$ cat config.mk
export PLATFORM = sky130hd
export DESIGN_NAME = sa_aw_arbiter
export DESIGN_NICKNAME = d
export VERILOG_FILES = /design/src/rtl/sa_aw_arbiter_pkg.sv /design/src/rtl/sa_rr_selector.sv /design/src/rtl/sa_aw_arbiter.sv
export SDC_FILE = /design/constraint.sdc
export NUM_CORES = 1
export LEC_CHECK = 0
export BUFFER_PORTS_ARGS = -buffer_cell sky130_fd_sc_hd__buf_2
export CAP_MARGIN = 5
export CORE_MARGIN = 2
export CORE_UTILIZATION = 43
export DETAILED_ROUTE_END_ITERATION = 6
export GPL_TIMING_DRIVEN = 1
export PLACE_DENSITY = 0.82
export SYNTH_ARGS = -nofsm -noshare
export SYNTH_HDL_FRONTEND = slang
export SYNTH_SLANG_ARGS = --single-unit
$ cat constraint.sdc
create_clock -name ACLK_i -period 4.8 [get_ports ACLK_i]
set_input_delay 0.48 -clock ACLK_i [delete_from_list [all_inputs] [get_ports ACLK_i]]
set_output_delay 0.48 -clock ACLK_i [all_outputs]
set_load 0.05 [all_outputs]
$ cat src/rtl/sa_aw_arbiter_pkg.sv
// Shared interconnect definitions for the AW arbiter and the WDATA channel.
// Holds the default geometry, the ID-width helper and the AW issue-slot state type.
package sa_aw_arbiter_pkg;

  // A single master still needs a 1-bit ID so that no port collapses to zero width.
  function automatic int id_width(input int n);
    return (n > 1) ? $clog2(n) : 1;
  endfunction

  localparam int MST_AMT_DEF          = 3;
  localparam int MST_ID_W_DEF         = id_width(MST_AMT_DEF);
  localparam int ADDR_WIDTH_DEF       = 32;
  localparam int TRANS_DATA_LEN_W_DEF = 3;

  typedef enum logic {
    AW_IDLE = 1'b0,
    AW_BUSY = 1'b1
  } aw_state_e;

endpackage

$ cat src/rtl/sa_rr_selector.sv
// Round-robin winner search: first requesting index at or after ptr, wrapping to 0.
// Produces a one-hot grant and its encoded index; both are zero when nothing requests.
module sa_rr_selector #(
  parameter int N    = 3,
  parameter int ID_W = 2
) (
  input  logic [N-1:0]    req,
  input  logic [ID_W-1:0] ptr,
  output logic [N-1:0]    grant,
  output logic [ID_W-1:0] id
);

  logic [N-1:0] upper;
  logic [N-1:0] pick;

  // Requests at or above the pointer have priority; if none, the wrap-around
  // search reduces to the lowest requester overall.
  always_comb begin
    // NOTE: every combinational output gets a default first so no path leaves it unassigned (no latch).
    upper = '0;
    for (int i = 0; i < N; i++) begin
      upper[i] = req[i] && (ID_W'(i) >= ptr);
    end
  end

  assign pick = (|upper) ? upper : req;

  // Descending scan: the last hit written is the lowest set bit of pick.
  always_comb begin
    grant = '0;
    id    = '0;
    for (int i = N - 1; i >= 0; i--) begin
      if (pick[i]) begin
        grant    = '0;
        grant[i] = 1'b1;
        id       = ID_W'(i);
      end
    end
  end

endmodule

$ cat src/rtl/sa_aw_arbiter.sv
// Per-slave AW arbiter: round-robin among dispatcher masters, single-entry AW issue
// slot with back-to-back refill, and same-cycle push of (ID, AWLEN) to the WDATA order FIFO.
module sa_aw_arbiter
  import sa_aw_arbiter_pkg::*;
#(
  parameter int MST_AMT          = MST_AMT_DEF,
  parameter int MST_ID_W         = id_width(MST_AMT),
  parameter int ADDR_WIDTH       = ADDR_WIDTH_DEF,
  parameter int TRANS_DATA_LEN_W = TRANS_DATA_LEN_W_DEF
) (
  input  logic                                ACLK_i,
  input  logic                                ARESETn_i,
  input  logic [ADDR_WIDTH*MST_AMT-1:0]       dsp_AWADDR_i,
  input  logic [TRANS_DATA_LEN_W*MST_AMT-1:0] dsp_AWLEN_i,
  input  logic [MST_AMT-1:0]                  dsp_AWVALID_i,
  input  logic [MST_AMT-1:0]                  dsp_slv_sel_i,
  output logic [MST_AMT-1:0]                  dsp_AWREADY_o,
  output logic [ADDR_WIDTH-1:0]               s_AWADDR_o,
  output logic [TRANS_DATA_LEN_W-1:0]         s_AWLEN_o,
  output logic                                s_AWVALID_o,
  input  logic                                s_AWREADY_i,
  output logic [MST_ID_W-1:0]                 AW_mst_id_o,
  output logic [TRANS_DATA_LEN_W-1:0]         AW_AxLEN_o,
  output logic                                AW_fifo_order_wr_en_o,
  input  logic                                AW_stall_i
);

  logic [MST_AMT-1:0]          req;
  logic [MST_AMT-1:0]          win_onehot;
  logic [MST_ID_W-1:0]         win_id;
  logic [MST_ID_W-1:0]         next_ptr;
  logic [MST_ID_W-1:0]         rr_ptr;
  logic [MST_ID_W-1:0]         id_q;
  logic [ADDR_WIDTH-1:0]       win_addr;
  logic [ADDR_WIDTH-1:0]       addr_q;
  logic [TRANS_DATA_LEN_W-1:0] win_len;
  logic [TRANS_DATA_LEN_W-1:0] len_q;
  logic                        slot_free;
  logic                        grant_en;
  logic                        handshake;
  aw_state_e                   state_q;
  aw_state_e                   state_d;

  assign req       = dsp_AWVALID_i & dsp_slv_sel_i;
  assign slot_free = ~s_AWVALID_o | s_AWREADY_i;
  assign handshake = s_AWVALID_o & s_AWREADY_i;

  // Gating with ARESETn_i keeps ready and the FIFO strobe low while reset is held.
  assign grant_en  = ARESETn_i & slot_free & ~AW_stall_i & (|req);

  sa_rr_selector #(
    .N    (MST_AMT),
    .ID_W (MST_ID_W)
  ) u_rr_selector (
    .req   (req),
    .ptr   (rr_ptr),
    .grant (win_onehot),
    .id    (win_id)
  );

  // Winner payload as an AND-OR mux over the one-hot grant.
  always_comb begin
    win_addr = '0;
    win_len  = '0;
    for (int m = 0; m < MST_AMT; m++) begin
      if (win_onehot[m]) begin
        win_addr = dsp_AWADDR_i[ADDR_WIDTH*m +: ADDR_WIDTH];
        win_len  = dsp_AWLEN_i[TRANS_DATA_LEN_W*m +: TRANS_DATA_LEN_W];
      end
    end
  end

  assign dsp_AWREADY_o         = grant_en ? win_onehot : '0;
  assign AW_fifo_order_wr_en_o = grant_en;
  assign AW_mst_id_o           = win_id;
  assign AW_AxLEN_o            = win_len;

  assign next_ptr = (win_id == MST_ID_W'(MST_AMT - 1)) ? '0 : win_id + MST_ID_W'(1);

  always_ff @(posedge ACLK_i or negedge ARESETn_i) begin
    if (!ARESETn_i) begin
      state_q <= AW_IDLE;
    end else begin
      // NOTE: sequential state uses non-blocking assignments so every flop samples pre-edge values.
      state_q <= state_d;
    end
  end

  always_comb begin
    state_d = state_q;
    case (state_q)
      AW_IDLE: if (grant_en) state_d = AW_BUSY;
      AW_BUSY: if (handshake && !grant_en) state_d = AW_IDLE;
      default: state_d = AW_IDLE;
    endcase
  end

  assign s_AWVALID_o = (state_q == AW_BUSY);

  // Payload only moves on a grant, which cannot happen while the slot is stalled.
  always_ff @(posedge ACLK_i or negedge ARESETn_i) begin
    if (!ARESETn_i) begin
      addr_q <= '0;
      len_q  <= '0;
      id_q   <= '0;
      rr_ptr <= '0;
    end else if (grant_en) begin
      addr_q <= win_addr;
      len_q  <= win_len;
      id_q   <= win_id;
      rr_ptr <= next_ptr;
    end
  end

  assign s_AWADDR_o = addr_q;
  assign s_AWLEN_o  = len_q;

  aw_payload_stable_a: assert property (
    @(posedge ACLK_i) disable iff (!ARESETn_i)
    (s_AWVALID_o && !s_AWREADY_i) |=> ($stable(s_AWADDR_o) && $stable(s_AWLEN_o) && $stable(id_q))
  );

endmodule

==> impl_results.md <==
- Final Cell Area: 0.003565 mm2
- Worst R2R Path Depth: 5
- CTS buffer count: 5
- Post-synth cell types: 30
- Final Hold Fails: 0
- Async S/R FF share, synth: 100.0%
- Post-place instance area: 0.003482 mm2
- Dpl ws: 1.288 ns
- Leakage: approximately 0.0015 uW
- Initial antenna violation count: 0
- CTS max path bufs: 2
- Clock insertion delay at the later pin of the skew report: 0.28 ns
- Reg2reg setup slack: 2.37 ns
- Final Wtd Congestion: ~0.83
- Setup TNS: 0 ns
- Fin crit share: 73.62%
- Clock Skew: 0.003723 ns
- PD cells: 364.1 mW/mm2
- Number of buffers added for setup after CTS: 0
- Worst Path Arrival: between 3 and 4 ns
- CTS tree: built
- Max-Cap Viols: 0
- Result of the run: finished clean
- Flip-flop and latch count after synthesis: 38
- CTS Hold Bufs: 0
- Peak Freq: 0.2830 GHz
- Number of global-route vias before repair: 2690
- EDFF count, synth: 0
- Max-slew violations: 0
- Clk pin slew, worst setup/hold paths: 0.08 ns
- Top_reg_cell synth: dfrtp_1
- Fill count: 587
- Drt wl/cell: ~17 um
- GRT Residual Overflow: 0
- Worst Hold Class: input pin to asynchronous set/reset pin
- Critical path required time: 4.32 ns
- Crit Path Class: input pin to primary output
- Site row count: 29
- IO Port Bufs: 159
- R2R Path End: s_AWADDR_o[23]
- Design Power: 1298 uW
- Final layout net count: approximately 540
- Core area: 0.006277 mm2
- Final setup violation count: 0
- Die width: 84.08 um
- Die area: 0.007069 mm2
- 1st-iter DRT viols: between 100 and 150
- Vias per cell: 5.849
- Max_slew headroom: between 30% and 40%
- Syn. warnings: 0
- Post-Syn Area: roughly 0.0028 mm2
- Post-CTS resize count: 0
- DRC: 0
- Synthesized area per cell: 9.575 um2
- Die Height: 84.08 um
- Final core occ: between 50% and 60%
- Routed Antenna Nets: 0
- Post-synthesis cell count: between 200 and 300
- Layout cells sized above 1: between 40% and 50%
- Fin crit period: 3.534 ns
- Area Growth Syn to Fin: 29.27%
- H-Tree Depth: 2
- Worst r2r src: s_AWVALID_o
- Crit path capture: AW_fifo_order_wr_en_o
- Global-route wire length before repair: 13550 um
- Final WL: 8477 um
- Pin count of the biggest net entering global routing: 43
- Sequential-to-total area share from yosys stat: 34.48%
- Final Worst Setup Slack: 1.266 ns
- N_diodes: 0
- RSZ-0062 raised after global routing: no
- Most frequent cells in the layout: 159 x buf_2, 41 x nor2_1, 38 x a211oi_1, 38 x dfrtp_1
- Root buf cell: clkbuf_8
- Max FO, Critical Path: 42
- VDD IR max: 0.1598 mV
- Hpwl dp: 5990 um
- CP Launch Type: input pin
- Initial Util: 43.93%
- Ports: 160
- Critical Path Start: dsp_AWVALID_i[0]
- Clock Sinks: 38
- Most common cell after layout, fill and taps aside: buf_2
- Critical Path Sink Type: primary output
- Slew @ Worst Pin: between 1 and 1.5 ns
- Post-Synthesis Net Count: roughly 400
- Vias: ~2900
- Router iterations before antenna repair: 4
- Global Route Usage Sum: a little under a quarter
metal layers:
metal	vias to the layer above	part of all wire, %	GRT usage [%]
met1	1366	41	30.85
met5	-	0	0
li1	1391	-	-
met2	134	50	39.83
met4	0	0.90	4.985
met3	10	7.7	4.748
cells in the mapped netlist, types with 2 or more instances:
library cell	instances	area, um2
a211o_1	2	17.52
buf_6	6	67.56
nand2_1	8	30.03
nor2_1	41	153.9
buf_2	16	80.08
nand2b_1	2	12.51
a211oi_1	38	285.3
dfrtp_1	38	950.9
a311oi_2	30	450.4
clkbuf_1	15	56.30
o31ai_1	6	45.04
nor2b_1	3	18.77
a311oi_1	2	17.52
inv_1	2	7.510
o2bb2ai_1	32	280.3
nand3_1	32	160.2
buf_4	2	15.01
how the worst min path moves through the flow:
stage	slack [ns]	start	end
CTS	0.33	ARESETn_i	s_AWADDR_o[7]
floorplan	0.18	ARESETn_i	rr_ptr[0]
detailed placement	0.47	s_AWLEN_o[2]	s_AWLEN_o[2]
finish	0.32	ARESETn_i	s_AWADDR_o[17]
global placement	0.46	s_AWLEN_o[1]	s_AWLEN_o[1]
global route	0.34	ARESETn_i	s_AWADDR_o[23]
power breakdown:
part	internal, uW	total, uW	leakage, uW	switching [uW]
Sequential	396	435	0.000444	38.6
Clock	111	220	0.0000431	109
Combinational	165	644	0.00105	479
final cells by class:
cell class / count / area (um2) / share of cell area (%)
clock buffer: 6 / 82.58 / 2.317
multi-input combinational: 207 / 1583 / 44.40
tap: 77 / 96.34 / 2.703
timing repair buffer: 165 / 840.8 / 23.59
inverter: 3 / 11.26 / 0.3159
sequential: 38 / 950.9 / 26.68
cell families (layout without fill, tap and decap cells):
kind of cell / count (synthesis) / after routing / synth area share (%)
AOI/OAI and AO/OA: 117 / 117 / 42.06
buffers and inverters: 43 / 174 / 8.484
DFF: 38 / 38 / 34.48
and+or+nand+nor: 90 / 90 / 14.97
metrics by stage:
stage | hold slack [ns] | cells
after floorplan | 0.1844 | 288
after global placement | 0.4631 | 490
after detailed placement | 0.4688 | 490
after CTS | 0.3343 | 496
after global routing | 0.3429 | 496
final | 0.3172 | 496
flip-flops by register name, indices dropped and copies added, names as in the netlist:
signal / count
rr_ptr: 2
s_AWADDR_o: 32
s_AWLEN_o: 3
s_AWVALID_o: 1
worst max-delay path: stages:
cell	delay (ns)
buf_2	0.48
nand2_1	0.23
a211o_2	0.76
inv_2	0.66
buf_2	0.38
(Power assumes the default switching activity.)
